[config.mk]
export PLATFORM = sky130hd
export DESIGN_NAME = fetch_stage
export DESIGN_NICKNAME = d
export VERILOG_FILES = /design/src/rtl/fetch_stage.sv
export SDC_FILE = /design/constraint.sdc
export NUM_CORES = 1
export LEC_CHECK = 0
export ABC_CLOCK_PERIOD_IN_PS = 2500
export CAP_MARGIN = 30
export CORE_MARGIN = 1
export CORE_UTILIZATION = 41
export CTS_BUF_LIST = sky130_fd_sc_hd__clkbuf_8
export CTS_CLUSTER_DIAMETER = 40
export DETAILED_ROUTE_END_ITERATION = 12
export GPL_TIMING_DRIVEN = 0
export HOLD_SLACK_MARGIN = 0.03
export PLACE_DENSITY_LB_ADDON = 0.25
export SLEW_MARGIN = 20
export SYNTH_ARGS = -nofsm -noshare
export SYNTH_HDL_FRONTEND = slang
export SYNTH_SLANG_ARGS = --single-unit
[constraint.sdc]
create_clock -name clk -period 2.5 [get_ports clk]
set_input_delay 0.25 -clock clk [delete_from_list [all_inputs] [get_ports clk]]
set_output_delay 0.25 -clock clk [all_outputs]
set_load 0.01 [all_outputs]
[src/rtl/fetch_stage.sv]
// rtl/fetch_stage.sv - PC, instruction address and IF/ID capture for the 16-bit CPU.
// Optional FETCH_COUNT_EN adds a saturating count of captured instructions.
module fetch_stage #(
    parameter logic [15:0] RESET_PC    = 16'h0000,
    parameter int          MEM_BYTES   = 1024,
    parameter logic [3:0]  HALT_OPCODE = 4'b1111
) (
    input  logic        clk,
    input  logic        rst_n,
    input  logic        stall,
    input  logic        redirect,
    input  logic [15:0] redirect_pc,
    input  logic [15:0] ins_in,
    output logic [15:0] pc_out,
    output logic [15:0] ifid_ins,
    output logic [15:0] ifid_pc,
    output logic        ifid_valid,
`ifdef FETCH_COUNT_EN
    output logic [15:0] fetch_count,
`endif
    output logic        halted
);

    localparam logic ST_RUN  = 1'b0;
    localparam logic ST_HALT = 1'b1;

    // Redirect targets are masked into the memory window and forced to a word boundary.
    localparam logic [15:0] ADDR_MASK = 16'(MEM_BYTES - 1) & 16'hFFFE;
    localparam logic [15:0] WRAP_PC   = 16'(MEM_BYTES - 2);

    logic        state_q, state_d;
    logic [15:0] pc_q, pc_d;
    logic [15:0] ins_q, ins_d;
    logic [15:0] ipc_q, ipc_d;
    logic        valid_q, valid_d;
    logic        halted_q, halted_d;
    logic        capture;

    always_comb begin
        state_d  = state_q;
        pc_d     = pc_q;
        ins_d    = ins_q;
        ipc_d    = ipc_q;
        valid_d  = valid_q;
        halted_d = halted_q;
        capture  = 1'b0;
        if (state_q == ST_HALT) begin
            // halted rises together with the valid drop, after the halt word was presented.
            valid_d  = 1'b0;
            halted_d = 1'b1;
        end else if (redirect) begin
            pc_d    = redirect_pc & ADDR_MASK;
            valid_d = 1'b0;
        end else if (!stall) begin
            capture = 1'b1;
            ins_d   = ins_in;
            ipc_d   = pc_q;
            valid_d = 1'b1;
            pc_d    = (pc_q == WRAP_PC) ? 16'h0000 : pc_q + 16'd2;
            if (ins_in[15:12] == HALT_OPCODE) begin
                state_d = ST_HALT;
            end
        end
    end

    always_ff @(posedge clk) begin
        if (!rst_n) begin
            state_q  <= ST_RUN;
            pc_q     <= RESET_PC;
            ins_q    <= 16'h0000;
            ipc_q    <= 16'h0000;
            valid_q  <= 1'b0;
            halted_q <= 1'b0;
        end else begin
            state_q  <= state_d;
            pc_q     <= pc_d;
            ins_q    <= ins_d;
            ipc_q    <= ipc_d;
            valid_q  <= valid_d;
            halted_q <= halted_d;
        end
    end

`ifdef FETCH_COUNT_EN
    logic [15:0] count_q, count_d;

    always_comb begin
        count_d = count_q;
        if (capture && count_q != 16'hFFFF) begin
            count_d = count_q + 16'd1;
        end
    end

    always_ff @(posedge clk) begin
        if (!rst_n) begin
            count_q <= 16'h0000;
        end else begin
            count_q <= count_d;
        end
    end

    assign fetch_count = count_q;
`else
    logic unused_capture;
    assign unused_capture = capture;
`endif

    assign pc_out     = pc_q;
    assign ifid_ins   = ins_q;
    assign ifid_pc    = ipc_q;
    assign ifid_valid = valid_q;
    assign halted     = halted_q;

endmodule
# --- After elaboration in Yosys (flattened, before gate mapping) ---
# Cells that the tools add are included.
op_classes:
  n_addsub: 1
  eq_ne: 3
  mux: 7
  n_bitwise: 4
  n_reduce_logical: 3
ops:
  columns: ["op", "n"]
  rows:
  - ["$mux 16", 3]
  - ["$add 16x2->16 const B", 1]
  - ["$eq 16x10->1 const B", 1]
  - ["$eq 4x4->1 const B", 1]
  - ["$mux 1", 4]
  - ["$not 1->1", 4]
  - ["$reduce_and 3->1", 1]
  - ["$reduce_or 3->1", 1]
  - ["$ne 2x1->1 const B", 1]
  - ["$reduce_and 2->1", 1]
word_totals:
  reg_bits: 51
  input_bits: 36
  output_inout_bits: 50
  wordCells: 24

# --- Depth between registers and ports, before layout ---
depth:
  word_depth: 5
  mapped_depth: 7
  depth_no_buf: 5

# --- Worst setup path before layout ---
# OpenSTA, ideal clock, no wires.
synth_timing:
  path_type: "reg-to-reg"
  startpoint: "register pc_q[1] (netlist: pc_out[1])"
  endpoint: "register pc_q[15] (netlist: pc_out[15])"
  setup_time_ps: 79
  arrival_time_ps: 1787
  required_ps: 2421
  slack_ps: 634
  path_stages_with_launch: 6
  path_buffers: 0
  synth_period_minus_slack_ps: 1866
  cell_sequence: "dfxtp_1 ha_1 nand3_1 or4_4 or4b_1 o211ai_1"
synth_between:
  elab_chain_len: 4
  elab_cells_between_ends: 5
  cone_classes: "add/sub: 1; eq/ne: 1; mux: 3"
synth_rtl:
  columns: ["item", "line_no", "source"]
  rows:
  - ["start: declaration", "32", "logic [15:0] pc_q, pc_d;"]
  - ["start signal: assignment", "76", "pc_q <= pc_d;"]
  - ["$add 16x2->16 or $eq 16x10->1 (tied branches)", "59", "pc_d = (pc_q == WRAP_PC) ? 16'h0000 : pc_q + 16'd2;"]
  - ["$mux 16 (*)", "59", null]
  - ["$mux 16 (*)", "54", "end else if (!stall) begin"]
  - ["$mux 16 (*)", "51", "end else if (redirect) begin"]
# Mark *: on every way between the ends. The rest lies on a longest branch, timed or not. The select of a mux whose other input is x is not followed.
# A chain may end at the register's enable or synchronous reset.

# --- Final worst setup path ---
layout_timing:
  startpoint: "input redirect"
  endpoint: "register pc_q[15] (netlist: pc_out[15])"
layout_between:
  elab_chain_len: 2
  elab_cells_between_ends: 3
  cone_classes: "eq/ne: 1; mux: 1; reduce/logical: 1"
layout_rtl:
  columns: ["item", "line_no", "source"]
  rows:
  - ["start: declaration", "11", "input logic redirect,"]
  - ["$ne 2x1->1 (no line)", null, null]
  - ["$reduce_and 2->1 (no line)", null, null]
# Several ways; a longest one is shown, not always the timed one.

==> metrics.txt <==
Worst Skew=0.00229 ns; Hold Path Class=flip-flop to flip-flop; Worst Setup Start Kind=input pin; status=complete, no violations; Critical Path RT=2.73 ns; synthesized instance count=283; Crit Path Category=input pin to flip-flop; n_diodes=0; via count=2289; clock-pin slew on the worst setup and hold paths=0.09 ns; mux share of post-synthesis cell area=0%; final hold violations=0; DP HPWL=4180 um; #FFs+latches synth=49; Worst Reg-to-Reg Cells=5; GR Util All Layers=21.4%; hold path depth=2; Post-CTS Resized=0; maximum vdd ir drop=0.286 mV; hold buffers post-CTS=0; full die area=0.00568 mm^2; Arr. time, crit path=2.26 ns; CTS tree=done; vias in the first global route=1905; RSZ-0062 raised after global routing=false; Post-Synth XOR/XNOR Area=0%; # clock sinks=49; Max Slew Vio Count=0; Post-CTS Setup Repair Bufs=0; DRT Pass-1 Iters=4; clk_lat worst skew=0.30 ns; NumNets Final=404; Clock Path Buffers=2; drt drc=0; Async S/R FF share, synth=0%; Crit. End Element=flip-flop; synth warn=0; Compound-Gate Fraction of Synth Area=18.5%; number of CTS-inserted buffers=5; Max FO, Critical Path=10; Leak=1.09 nW; die width=75.4 um; total power=1.53 mW; fillers=508; Max-Cap Viols=0; vias per inst=5.23; post-synthesis adder-cell area fraction=0.567%; period utilisation layout=81.4%; global route overflow=0; Detail Route Antenna Nets=0; WL per Instance=13.2 um; largest net degree at the start of global routing=15; initial antenna violation count=0; Starting Density=42.9%; Cell variety after synth=46; Max Clock Freq=491 MHz; H-Tree Depth=2; core area=0.00514 mm^2; Final setup viols=0; sequential fraction of the synthesis area=44.5%; clk root buf=clkbuf_8; gpl congestion=0.856; Rows=26; pwr dens=488 mW/mm^2; Top FF cell, synth=dfxtp_1; Worst-Margin Slew=0.580 ns; main combinational cell family by area after synthesis=simple AND/OR/NAND/NOR gates; setup TNS=0 ns; Mean Syn Cell Area=7.79 um^2; wire length of the first global-routing pass=9270 um; Ports=86; final WL=5790 um; post-synthesis simple-gate area fraction=29.6%; clock period minus worst slack=2.03 ns; synthesized area=0.00221 mm^2; layout cells sized above 1=4.62%; IO Port Bufs=76; die height=75.4 um; DRC marker count from the first detailed-route iteration=107; Slew headroom=61.4%; Area Overhead vs Synth=42.4%; Post-synth EDFFs=0
-- sequential cells by signal (all words and copies together), names as in the netlist --
name,cells
ifid_ins,16
ifid_pc,15
halted,1
pc_out,15
ifid_valid,1
state_q,1
-- through the flow --
step | hold slack, ns | utilization [%] | worst slack (ns) | cells | area (um^2)
floorplan | 0.369 | - | 0.634 | 284 | 2210
global placement | 0.441 | 59.5 | 0.154 | 430 | 3060
detailed placement | 0.447 | 59.5 | 0.150 | 430 | 3060
CTS | 0.460 | 61.1 | 0.463 | 438 | 3140
global route | 0.478 | 61.1 | 0.286 | 438 | 3140
finish | 0.455 | 61.1 | 0.465 | 438 | 3140
-- routing by layer --
layer,routed length [um],global-route usage (%),part of all wire (%)
met5,0,0,0
met4,24,7.41,0.41
met3,345,4.37,6.0
met2,2740,32.2,47
met1,2680,30.4,46
-- critical path: stages --
cell,delay (ns)
clkdlybuf4s50_1,0.43
clkbuf_1,0.22
nor3_1,0.44
nand2_1,0.26
or4b_1,0.57
o211ai_1,0.09
-- path summary, 6_finish.rpt --
| kind | slack (ns) | startpoint | to |
|---|---|---|---|
| worst min-delay path | 0.46 | ifid_ins[15] | ifid_ins[15] |
| worst max-delay path | 0.47 | redirect | pc_out[15] |
| worst min register to register | 0.46 | ifid_ins[15] | ifid_ins[15] |
| worst max register to register | 0.49 | pc_out[1] | pc_out[15] |
-- cell usage after synthesis (3+ instances only) --
master	instances	area share [%]
a21oi_1	40	9.1
a31oi_1	7	2.0
and3_1	3	0.85
buf_6	4	2.0
clkbuf_1	16	2.7
dfxtp_1	49	44
inv_1	6	1.0
nand2_1	76	13
nand3_1	7	1.6
nand4_1	3	0.85
nor2_1	10	1.7
nor3_1	7	1.6
nor4_1	3	0.85
o21ai_0	6	1.4
o31a_1	3	1.2
or3_1	4	1.1
or4_1	3	1.0
-- placed cells by master, fill, tap and decap left out, types with 2 or more instances in the layout --
cell,n
dfxtp_1,49
nor4b_1,2
a21oi_1,40
o21ai_0,6
nor4_1,3
nor2_1,10
nor3_1,7
nand4_1,3
nand2_1,76
clkbuf_8,5
o31a_1,3
a31oi_1,7
clkbuf_1,16
o211a_1,2
and3_1,3
or4_1,3
nand3_1,7
o211ai_1,2
inv_1,8
clkdlybuf4s50_1,76
or4b_1,2
or3_1,4
buf_6,4
conb_1,2
o2111ai_1,2
and4_1,2
buf_4,2
-- where the power goes --
part,switching (mW),total (mW),internal [mW]
registers,0.0328,0.842,0.809
logic,0.109,0.237,0.128
clock network,0.264,0.454,0.190
-- cell families after synthesis --
kind of cell	Yosys count
simple gates	134
fa+ha+maj	1
buf+inv	29
compound gates	69
flops	49
other cells	1
-- cell type report --
class	instances	area (um^2)	area share [%]
Buffer	23	124	3.94
Sequential cell	49	981	31.2
Tap cell	70	87.6	2.79
Multi-Input combinational cell	206	1080	34.4
Clock buffer	5	68.8	2.19
Clock inverter	3	15.0	0.478
Inverter	6	22.5	0.717
Timing Repair Buffer	76	761	24.2
(Power assumes the default switching activity.)
